$ cat src/rtl/fifo_param.sv
// Parametrised single-clock FIFO with occupancy count, almost flags, sticky error flags and flush.
// Define FIFO_FWFT_EN for first-word-fall-through reads; otherwise reads are registered (1 clk).
module fifo_param #(
    parameter  int WIDTH    = 8,
    parameter  int DEPTH    = 16,
    parameter  int AF_LEVEL = 12,
    parameter  int AE_LEVEL = 2,
    localparam int AW       = $clog2(DEPTH)
) (
    input  logic             clk,
    input  logic             rst,
    input  logic             clr,
    input  logic             wr,
    input  logic [WIDTH-1:0] data_in,
    input  logic             rd,
    output logic [WIDTH-1:0] data_out,
    output logic             rd_valid,
    output logic             full,
    output logic             empty,
    output logic             almost_full,
    output logic             almost_empty,
    output logic [AW:0]      count,
    output logic             overflow,
    output logic             underflow
);

    localparam logic [AW:0] AF_TH = (AW+1)'(AF_LEVEL);
    localparam logic [AW:0] AE_TH = (AW+1)'(AE_LEVEL);

    logic [WIDTH-1:0] mem [DEPTH];
    logic [AW:0]      wr_ptr, rd_ptr, cnt_q;
    logic [AW:0]      wr_ptr_nxt, rd_ptr_nxt;
    logic             rd_ok, wr_ok;

    // Extra wrap bit distinguishes full from empty when the address bits match.
    assign empty = (wr_ptr == rd_ptr);
    assign full  = (wr_ptr[AW-1:0] == rd_ptr[AW-1:0]) && (wr_ptr[AW] != rd_ptr[AW]);

    // A pop frees a slot in the same edge, so a full FIFO still takes a write alongside a read.
    assign rd_ok = rd & ~empty;
    assign wr_ok = wr & (~full | rd_ok);

    assign wr_ptr_nxt = wr_ptr + (AW+1)'(wr_ok);
    assign rd_ptr_nxt = rd_ptr + (AW+1)'(rd_ok);

    assign count        = cnt_q;
    assign almost_full  = (cnt_q >= AF_TH);
    assign almost_empty = (cnt_q <= AE_TH);

    always_ff @(posedge clk or negedge rst) begin
        if (!rst) begin
            wr_ptr    <= '0;
            rd_ptr    <= '0;
            cnt_q     <= '0;
            overflow  <= 1'b0;
            underflow <= 1'b0;
        end else if (clr) begin
            wr_ptr    <= '0;
            rd_ptr    <= '0;
            cnt_q     <= '0;
            overflow  <= 1'b0;
            underflow <= 1'b0;
        end else begin
            wr_ptr <= wr_ptr_nxt;
            rd_ptr <= rd_ptr_nxt;
            cnt_q  <= wr_ptr_nxt - rd_ptr_nxt;
            if (wr && !wr_ok) overflow  <= 1'b1;
            if (rd && empty)  underflow <= 1'b1;
        end
    end

    // Storage is deliberately left out of reset and flush.
    always_ff @(posedge clk) begin
        if (wr_ok && !clr) mem[wr_ptr[AW-1:0]] <= data_in;
    end

`ifdef FIFO_FWFT_EN
    assign data_out = mem[rd_ptr[AW-1:0]];
    assign rd_valid = ~empty;
`else
    logic [WIDTH-1:0] dout_q;
    logic             rvld_q;

    always_ff @(posedge clk or negedge rst) begin
        if (!rst) begin
            dout_q <= '0;
            rvld_q <= 1'b0;
        end else if (clr) begin
            rvld_q <= 1'b0;
        end else begin
            rvld_q <= rd_ok;
            if (rd_ok) dout_q <= mem[rd_ptr[AW-1:0]];
        end
    end

    assign data_out = dout_q;
    assign rd_valid = rvld_q;
`endif

endmodule

$ cat config.mk
export PLATFORM = sky130hd
export DESIGN_NAME = fifo_param
export DESIGN_NICKNAME = d
export VERILOG_FILES = /design/src/rtl/fifo_param.sv
export SDC_FILE = /design/constraint.sdc
export NUM_CORES = 1
export LEC_CHECK = 0
export CORE_UTILIZATION = 53
export DETAILED_ROUTE_END_ITERATION = 10
export PLACE_DENSITY = 0.75
export SYNTH_ARGS = -nofsm -noshare
export SYNTH_HDL_FRONTEND = slang
export SYNTH_SLANG_ARGS = --single-unit
$ cat constraint.sdc
create_clock -name clk -period 2.9 [get_ports clk]
set_input_delay 0.29 -clock clk [delete_from_list [all_inputs] [get_ports clk]]
set_output_delay 0.29 -clock clk [all_outputs]
set_load 0.1 [all_outputs]
Word level (Yosys, flattened, before mapping)
Memories as Yosys holds them, arrays and structs flattened. A register that Yosys moved wholly into a read port is not among the register bits.
Index checks and enable logic that the tools add are counted.
- add/subtract/negate cells: 3
- magnitude comparators: 2
- eq/ne operators: 3
- muxes and demuxes: 10
- bitwise gates (word level): 6
- reduce and logical (&&, ||, !) cells: 10
- operators by type and width (cell ; number):
    two-way mux 5 bit ; 3
    adder 5 x 1 -> 5 bit ; 2
    two-way mux 1 bit ; 7
    == test 5 bit ; 1
    greater-or-equal comparator 5 x 4 -> 1 bit (second input constant) ; 1
    <= comparator 5 x 2 -> 1 bit (second input constant) ; 1
    subtractor 5 bit ; 1
    == test 4 bit ; 1
    logical AND 1 bit ; 4
    nonzero test 2 bit ; 2
    logical NOT 1 bit ; 3
    inverter 1 bit ; 3
    AND 1 bit ; 2
    AND reduction 2 bit ; 1
    != test 1 bit ; 1
    bitwise OR 1 bit ; 1
- flip-flop bits (word level): 18
- memory bits (writable): 128
- bits of input ports: 13
- output and inout port bits: 20
- logic and storage cells: 41
- memories: 1
- memory list (name ; words ; bits a word ; rd ports ; clocked after Yosys merged registers in ; wr ports ; RTL line ; text):
    mem ; 16 ; 8 ; 1 ; 1 ; 1 ; 30 ; logic [WIDTH-1:0] mem [DEPTH];

Depth between registers and ports, before layout
Gate-level depths: netlist (run 1).
- depth after elaboration: 9
- gate-level depth with buffers: 14

Worst setup path before layout (run 1)
OpenSTA, ideal clock, no wires.
- path type: reg2out
- start point: register cnt_q[1], in the netlist count[1]
- end point: output port almost_empty
- data arrival time: 5.585 ns
- slack: -2.975 ns
- stages on the path, launching flop included: 2
- buffers on the path: 0
- cells stage by stage: dfrtp_1 a2111oi_0
- word-level cells in the longest chain between the ends: 1
- ends and longest elaborated chain (what ; RTL line ; text):
    start: declaration ; 31 ; logic [AW:0] wr_ptr, rd_ptr, cnt_q;
    start signal: assignment ; 66 ; cnt_q <= wr_ptr_nxt - rd_ptr_nxt;
    <= comparator 5 x 2 -> 1 bit ; 48 ; assign almost_empty = (cnt_q <= AE_TH);
    end: declaration ; 21 ; output logic almost_empty,
No other way between the ends.

Final worst setup path (run 1)
- start point: register rd_ptr[1]
- end point: register cnt_q[4], in the netlist count[4]
- word-level cells in the longest chain between the ends: 8
- elaborated cells between the ends (all ways): 12
- classes of those cells: add/sub (3); eq/ne (2); mux (1); bitwise (5); reduce/logical (1)
- ends and longest elaborated chain (what ; RTL line ; text):
    start: declaration ; 31 ;
    start signal: assignment ; 65 ; rd_ptr <= rd_ptr_nxt;
    == test 5 bit / == test 4 bit (equally long branches) ; 36, 37 ;
    inverter 1 bit / logical AND 1 bit (equally long branches) ; 40, 37 ;
    AND 1 bit / inverter 1 bit (equally long branches) ; 40, 41 ;
    bitwise OR 1 bit ; 41 ; assign wr_ok = wr & (~full | rd_ok);
    AND 1 bit ; 41 ;
    adder 5 x 1 -> 5 bit ; 43 ; assign wr_ptr_nxt = wr_ptr + (AW+1)'(wr_ok);
    subtractor 5 bit (*) ; 66 ;
    two-way mux 5 bit (*) ; 57 ; end else if (clr) begin
Every way passes the cells marked *; elsewhere a longest branch is shown, timed or not.
A chain may end at the register's enable or synchronous reset.

==> impl_results.md, run 1 <==
- Most prevalent standard cell on the critical path: ha_1
- CTS tree: built
- Worst Tran Pin Value: 0.6785 ns
- Clock tree sinks: 154
- H-tree level count: 4
- Type of the worst min-delay path: in -> async
- Non-Filler Instances: approximately 580
- Combined area of all synthesized cells: 6241 sq um
- Largest stage delay on the critical path: 0.41 ns
- Worst-skew pair later-pin latency: 0.43 ns
- Total number of vias: 3347
- Routed wl met3: 746 um
- WL met1: 5010 um
- Post-detailed-routing wire length: 12070 um
- Reg2Reg Depth: 12
- Critical Path, Cell by Cell: xor2_1 > nor4_2 > and2_1 > nor2_1 > ha_1 > ha_1 > xnor2_2 > ha_1 > a21o_1 > a21oi_2 > xnor2_1 > nor2_1
- Number of synthesized flops with an enable pin: 128
- Met2 WL: 5984 um
- Pins Over Slew Limit: 0
- Clock tree skew after final layout: 0.01243 ns
- Maximum Capacitance Violations: 0
- Top flip-flop cell by instance count after synthesis: edfxtp_1
- Required time reported for the critical path endpoint: 3.21 ns
- Category of the worst setup path launch point: register
- Power dissipated by switching net loads: 1.979 mW
- Final critical-path setup slack: 0.1549 ns
- Areal power density over the cells: 834.3 nW/um^2
- Hold-fix buffer count after cts: 0
- Proportion of power drawn by combinational gates: 24.0%
- GRT Util Overall: 21.80%
- Per-cell routed wire length: about 21 um
- Internal power of the cells: 4.258 mW
- YS warnings: 0
- Top-Level Pins: 33
- Number of nets produced by synthesis: 379
- Buffer cell driving the clock tree root: clkbuf_16
- Final Critical Period: roughly 2.7 ns
- Full die area: approximately 12000 sq um
- Die W: 110.5 um
- Routability Congestion: 0.8095
- Initial standard-cell utilization of the core: 54.42%
- Crit-path max FO: 3
- Clock-pin slew reported for the worst setup and hold paths after clock tree synthesis: ~0.06 ns
- Crit path kind: reg -> reg
- Port bufs: 32
- CP Capture Type: register
- Sequential cell area fraction in the yosys report: 72.01%
- Layout cell share with drive strength beyond 1: approximately 28%
- Row cnt: 39
- Dominant cells by area after synthesis: edfxtp_1 62%, dfrtp_1 10%, mux4_2 8.7%
- Hold Violations, Final: 0
- Area fraction of the dominant cell type after synthesis: 61.59%
- Pin count of the biggest net entering global routing: 44
- Run status: finished clean
- Count of nets after finishing: roughly 440
- DPL Wire Length: 7758 um
- Leakage power: 2.664 nW
- Synthesized instance count: 357
- Total overflow reported by the global router: 0
- Async set-reset flop share out of synthesis: 16.88%
- Wire length of the first global-routing pass: 19260 um
- Avg Vias per Cell: 5.811
- Number of buffers between clock root and the deepest sink: 2
- Critical Path AT: 3.05 ns
- Clock network fraction of design power: 34.9%
- Sw Share: between 30% and 40%
- Worst voltage drop across the vdd grid: 1031 uV
- Final Setup Violations: 0
- Mean instance size in the synthesized netlist: 17.48 sq um
- Placed cells: ~540
- Growth of design area from synthesis to finish: 19.79%
- Leading area contributor after synthesis: edfxtp_1
- Library cells used by synthesis: 36
- Final routed DRC violation total: 0
- Post-route antenna net violation count: 0
- Worst rel slew slack: ~55%
- Setup Slack @ Placement: 0.2113 ns
- Flop2flop setup slack: roughly 0.15 ns
- #FFs+latches synth: ~150
- Number of antenna violations at the first check in global routing: 0
- Top layer in use: met4
- Number of filler instances in the final layout: 749
- Number of global-route vias before repair: 3488
- Die height: between 100 and 150 um
- Power, Total: 6.238 mW
- Maximum clock frequency: around 360 MHz
- Share of total power in sequential cells: 41.1%
- Worst-path cell with the longest stage delay: dfrtp_2
- Core outline area: about 11000 sq um
- Number of detailed-routing iterations run before antenna repair: 5
- Hold_ws: 0.2313 ns
- N_diodes: 0
- Final critical-path share of the clock period: 94.66%
- Final sum of negative setup slack: 0 ns
- TritonCTS buffer count: 17
- 1st-iter DRT viols: 281
## registers in the layout (all words and copies together) (netlist names)
| signal | count |
|---|---|
| rd_ptr | 5 |
| wr_ptr | 5 |
| overflow | 1 |
| data_out | 8 |
| mem | 128 |
| count | 5 |
| rd_valid | 1 |
| underflow | 1 |
## final timing paths
kind	start	endpoint
worst max-delay path	rd_ptr[1]	count[4]
worst min-delay path	rst	data_out[7]
worst max register to register	rd_ptr[1]	count[4]
worst min register to register	overflow	overflow
max in group asynchronous	rst	rd_ptr[1]
min in group clk	overflow	overflow
## cell type report
class	count	area (sq um)	area share (%)
timing repair buffer	64	535.5	7.163
inverter	6	22.52	0.3013
multi-input combinational	178	1659	22.19
sequential	154	4498	60.17
tap	143	178.9	2.393
clock inverter	12	148.9	1.992
clock buffer	19	432.9	5.791
## synth_stat cells (8+ instances only)
master,number
buf_2,9
dfrtp_1,26
edfxtp_1,128
ha_1,8
mux2_2,8
mux2i_1,16
mux4_2,24
nand2_1,16
nand3_1,15
nor2_1,27
nor2b_1,8
xor2_1,10
## power groups by stage
stage | Clock, mW | Combinational [mW] | Sequential (mW)
floorplan | 0 | 0.554 | 3.20
global placement | 0 | 1.49 | 2.61
detailed placement | 0 | 1.49 | 2.61
CTS | 2.21 | 1.50 | 2.57
global route | 2.30 | 1.56 | 2.58
finish | 2.18 | 1.50 | 2.56
## worst max-delay path: cells and delay by family, from the launching register on
family / cells / cell delay (ns)
AOI/OAI and AO/OA: 2 / 0.31
xor gates and xnor gates: 3 / 0.53
adders and majority gates: 3 / 0.73
DFF: 1 / 0.41
and+or+nand+nor: 4 / 0.64
## cell families (layout without fill, tap and decap cells)
logic type / Yosys count / in the layout / share of synthesized area (%)
buf+inv: 25 / 101 / 1.925
fa+ha+maj: 9 / 9 / 1.925
flops: 154 / 154 / 72.01
xor+xnor: 16 / 16 / 2.245
mux: 48 / 48 / 12.67
simple gates: 80 / 80 / 6.315
compound gates: 25 / 25 / 2.907
## through the flow
stage               instance area [sq um]  utilization (%)
global placement                     6863            59.85
CTS                                  7445            64.92
floorplan                            6291                -
finish                               7476            65.19
global route                         7476            65.19
detailed placement                   6863            59.85
## cells in the final DEF (no fill, tap or decap), drive strengths merged, types with 5 or more instances in the layout
cell type and instances:
ha 8, dfrtp 26, xnor2 6, nand3 15
xor2 10, mux2 8, edfxtp 128, mux4 24
clkbuf 19, a22oi 6, buf 52, a2bb2oi 6
nand2 16, nor2b 8, clkdlybuf4s50 12, inv 8
nor3 5, clkinv 7, nor2 27, mux2i 16
## what timing repair did
action	4_1_cts	5_1_grt
gates resized for setup	0	1
setup buffers	0	4
setup endpoints to repair	0	1
## metal layers
layer | global-route usage (%) | vias up
met5 | 0 | -
met4 | 11.82 | 0
met3 | 5.763 | 20
met2 | 33.25 | 132
met1 | 28.80 | 1692
li1 | - | 1503
(Power assumes the default switching activity.)
==> inputs of run 2 (changes only) <==
--- a/config.mk
+++ b/config.mk
@@ -5,9 +5,9 @@
 export SDC_FILE = /design/constraint.sdc
 export NUM_CORES = 1
 export LEC_CHECK = 0
-export CORE_UTILIZATION = 53
+export CORE_UTILIZATION = 50
 export DETAILED_ROUTE_END_ITERATION = 10
-export PLACE_DENSITY = 0.75
+export PLACE_DENSITY = 0.71
 export SYNTH_ARGS = -nofsm -noshare
 export SYNTH_HDL_FRONTEND = slang
 export SYNTH_SLANG_ARGS = --single-unit
==> constraint.sdc (replaced) <==
create_clock -name clk -period 2.9 [get_ports clk]
set_input_delay 0.435 -clock clk [delete_from_list [all_inputs] [get_ports clk]]
set_output_delay 0.435 -clock clk [all_outputs]
set_load 0.1 [all_outputs]
==> impl_results.md, run 2 (synthesized netlist as in run 1, its figures left out) <==
- Run status: finished clean (unchanged)
- Internal power of the cells: 4.097 mW (was 4.258 mW)
- Power dissipated by switching net loads: 2.020 mW (was 1.979 mW)
- Die W: 113.7 um (was 110.5 um)
- Worst Tran Pin Value: 0.7449 ns (was 0.6785 ns)
- Number of antenna violations at the first check in global routing: 0 (unchanged)
- Sw Share: 33.02% (was 31.73%)
- Most used cells in the layout excluding fill and tap cells: 128 x edfxtp_1, 50 x buf_4, 27 x nor2_1 (unchanged)
- Worst-path cell with the longest stage delay: dfrtp_2 (unchanged)
- Commonest non-fill, non-tap cell in the layout: edfxtp_1 (unchanged)
- Pins Over Slew Limit: 0 (unchanged)
- Row cnt: 40 (was 39)
- Clock-pin slew reported for the worst setup and hold paths after clock tree synthesis: 0.06 ns (about the same)
- Final Setup Violations: 0 (unchanged)
- Areal power density over the cells: 817.0 nW/um^2 (was 834.3 nW/um^2)
- Worst-skew pair later-pin latency: 0.42 ns (was 0.43 ns)
- Die height: 113.7 um (was 110.5 um)
- Worst voltage drop across the vdd grid: 459.1 uV (was 1031 uV)
- Worst rel slew slack: 50.18% (was 54.77%)
- DPL Wire Length: 7980 um (was 7758 um)
- Non-Filler Instances: 602 (was 576)
- GRT Util Overall: 21.56% (was 21.80%)
- Top-Level Pins: 33 (unchanged)
- Routability Congestion: 0.8371 (was 0.8095)
- RSZ-0062 raised after global routing: no
- Number of buffers between clock root and the deepest sink: 2 (unchanged)
- Final routed DRC violation total: 0 (unchanged)
- Setup crit start: rd_ptr[1] (unchanged)
- Core outline area: 12110 sq um (was 11470 sq um)
- 1st-iter DRT viols: 281 (unchanged)
- Max reg flops: 128 (unchanged)
- Initial standard-cell utilization of the core: 51.53% (was 54.42%)
- Reg2Reg Depth: 12 (unchanged)
- Critical Path, Cell by Cell: xor2_1 > nor4_2 > and2_1 > nor2_1 > ha_2 > ha_2 > inv_2 > fa_2 > a21o_1 > a21oi_2 > xnor2_1 > nor2_1 (was xor2_1 > nor4_2 > and2_1 > nor2_1 > ha_1 > ha_1 > xnor2_2 > ha_1 > a21o_1 > a21oi_2 > xnor2_1 > nor2_1)
- Hold_ws: 0.3999 ns (was 0.2313 ns)
- Final critical-path share of the clock period: 93.02% (was 94.66%)
- Number of detailed-routing iterations run before antenna repair: 4 (was 5)
- Maximum clock frequency: 370.7 MHz (was 364.3 MHz)
- Flop2flop setup slack: 0.20 ns (was 0.15 ns)
- Buffer cell driving the clock tree root: clkbuf_16 (unchanged)
- Placed cells: 567 (was 541)
- Final sum of negative setup slack: 0 ns (unchanged)
- Clock tree skew after final layout: 0.008994 ns (was 0.01243 ns)
- Power, Total: 6.117 mW (was 6.238 mW)
- Avg Vias per Cell: 5.482 (was 5.811)
- Crit path kind: reg -> reg (unchanged)
- Largest stage delay on the critical path: 0.41 ns (about the same)
- TritonCTS buffer count: 17 (unchanged)
- Endpoint of the worst setup timing path: count[4] (unchanged)
- Proportion of power drawn by combinational gates: 24.8% (was 24.0%)
- Category of the worst setup path launch point: register (unchanged)
- CP Capture Type: register (unchanged)
- Total overflow reported by the global router: 0 (unchanged)
- Critical Path AT: 3.00 ns (was 3.05 ns)
- Growth of design area from synthesis to finish: 19.97% (was 19.79%)
- Wire length of the first global-routing pass: 19340 um (was 19260 um)
- Share of total power in sequential cells: 41.9% (was 41.1%)
- Port bufs: 32 (unchanged)
- Clock tree sinks: 154 (unchanged)
- Count of nets after finishing: 443 (unchanged)
- Pin count of the biggest net entering global routing: 44 (unchanged)
- Leakage power: 2.635 nW (was 2.664 nW)
- Critical register-to-register path endpoint: count[4] (unchanged)
- Maximum Capacitance Violations: 0 (unchanged)
- Number of global-route vias before repair: 3424 (was 3488)
- Hold-fix buffer count after cts: 0 (unchanged)
- Hold Violations, Final: 0 (unchanged)
- Number of filler instances in the final layout: 876 (was 749)
- Full die area: 12930 sq um (was 12210 sq um)
- Layout cell share with drive strength beyond 1: 29.26% (was 27.94%)
- Type of the worst min-delay path: in -> async (unchanged)
- Clock network fraction of design power: 33.3% (was 34.9%)
- Crit-path max FO: 3 (unchanged)
- Post-route antenna net violation count: 0 (unchanged)
- Per-cell routed wire length: 20.48 um (was 20.95 um)
- N_diodes: 0 (unchanged)
- Post-detailed-routing wire length: 12330 um (was 12070 um)
- Total number of vias: 3300 (was 3347)
- Required time reported for the critical path endpoint: 3.20 ns (was 3.21 ns)
- H-tree level count: 4 (unchanged)
- CTS tree: built (unchanged)
- Worst reg2reg path startpoint: rd_ptr[1] (unchanged)
- Final Critical Period: 2.698 ns (was 2.745 ns)
-- run 2: cell types whose count changed in the layout (fill, tap and decap cells not counted), sizes merged --
cell | before | now
bufinv | 3 | 1
clkbuf | 19 | 17
clkinv | 7 | 8
clkinvlp | 0 | 3
inv | 8 | 9
-- run 2: stage by stage --
stage / util (%) / setup WS (ns) / instance area, sq um
floorplan: - / 0.01991 / 6291
global placement: 56.98 / 0.2118 / 6902
detailed placement: 56.98 / 0.09475 / 6902
CTS: 61.52 / 0.1562 / 7451
global route: 61.82 / 0.006218 / 7487
finish: 61.82 / 0.2023 / 7487
-- run 2: repair_timing --
item                       4_1_cts  5_1_grt
resized for setup                0        5
setup endpoints to repair        0        1
buffers inserted                 0        3
-- run 2: final cells by class --
type | instances | area [sq um] | share of cell area, %
sequential | 154 | 4498 | 60.08
multi-input combinational | 178 | 1672 | 22.33
timing repair buffer | 64 | 535.5 | 7.152
clock buffer | 17 | 425.4 | 5.682
tap | 168 | 210.2 | 2.807
clock inverter | 15 | 123.9 | 1.654
inverter | 6 | 22.52 | 0.3008
-- run 2: worst min-delay path by stage --
stage               startpoint     endpoint  slack, ns
global placement      overflow     overflow       0.49
detailed placement   underflow    underflow       0.50
global route               rst  data_out[4]       0.41
CTS                        rst  data_out[6]       0.40
finish                     rst  data_out[3]       0.40
floorplan                  rst     count[0]       0.14
-- run 2: critical path, delay by kind of cell (launching register included) --
family | cells | cell delay, ns
xor gates and xnor gates | 2 | 0.29
adders and majority gates | 3 | 0.87
buffers and inverters | 1 | 0.05
AOI/OAI and AO/OA | 2 | 0.32
DFF | 1 | 0.41
and+or+nand+nor | 4 | 0.63
-- run 2: metal layers --
metal	vias to the layer above	share of wire, %	GRT usage [%]
met2	86	48	32.60
met4	0	3.0	10.88
met3	24	4.3	6.270
li1	1496	-	-
met1	1694	45	28.75
met5	-	0	0
-- run 2: power by group through the flow --
stage               logic, mW  registers [mW]  clock network (mW)
finish                   1.52            2.56                2.04
CTS                      1.51            2.57                2.07
floorplan               0.554            3.20                   0
global route             1.59            2.58                2.18
detailed placement       1.51            2.61                   0
global placement         1.50            2.61                   0
==> inputs of run 3 (changes only) <==
--- a/config.mk
+++ b/config.mk
@@ -6,6 +6,7 @@
 export NUM_CORES = 1
 export LEC_CHECK = 0
 export CORE_UTILIZATION = 50
+export CTS_CLUSTER_DIAMETER = 150
 export DETAILED_ROUTE_END_ITERATION = 10
 export PLACE_DENSITY = 0.71
 export SYNTH_ARGS = -nofsm -noshare
==> results of run 3 <==
No change in the layout: final DEF, timing and power equal those of run 2.
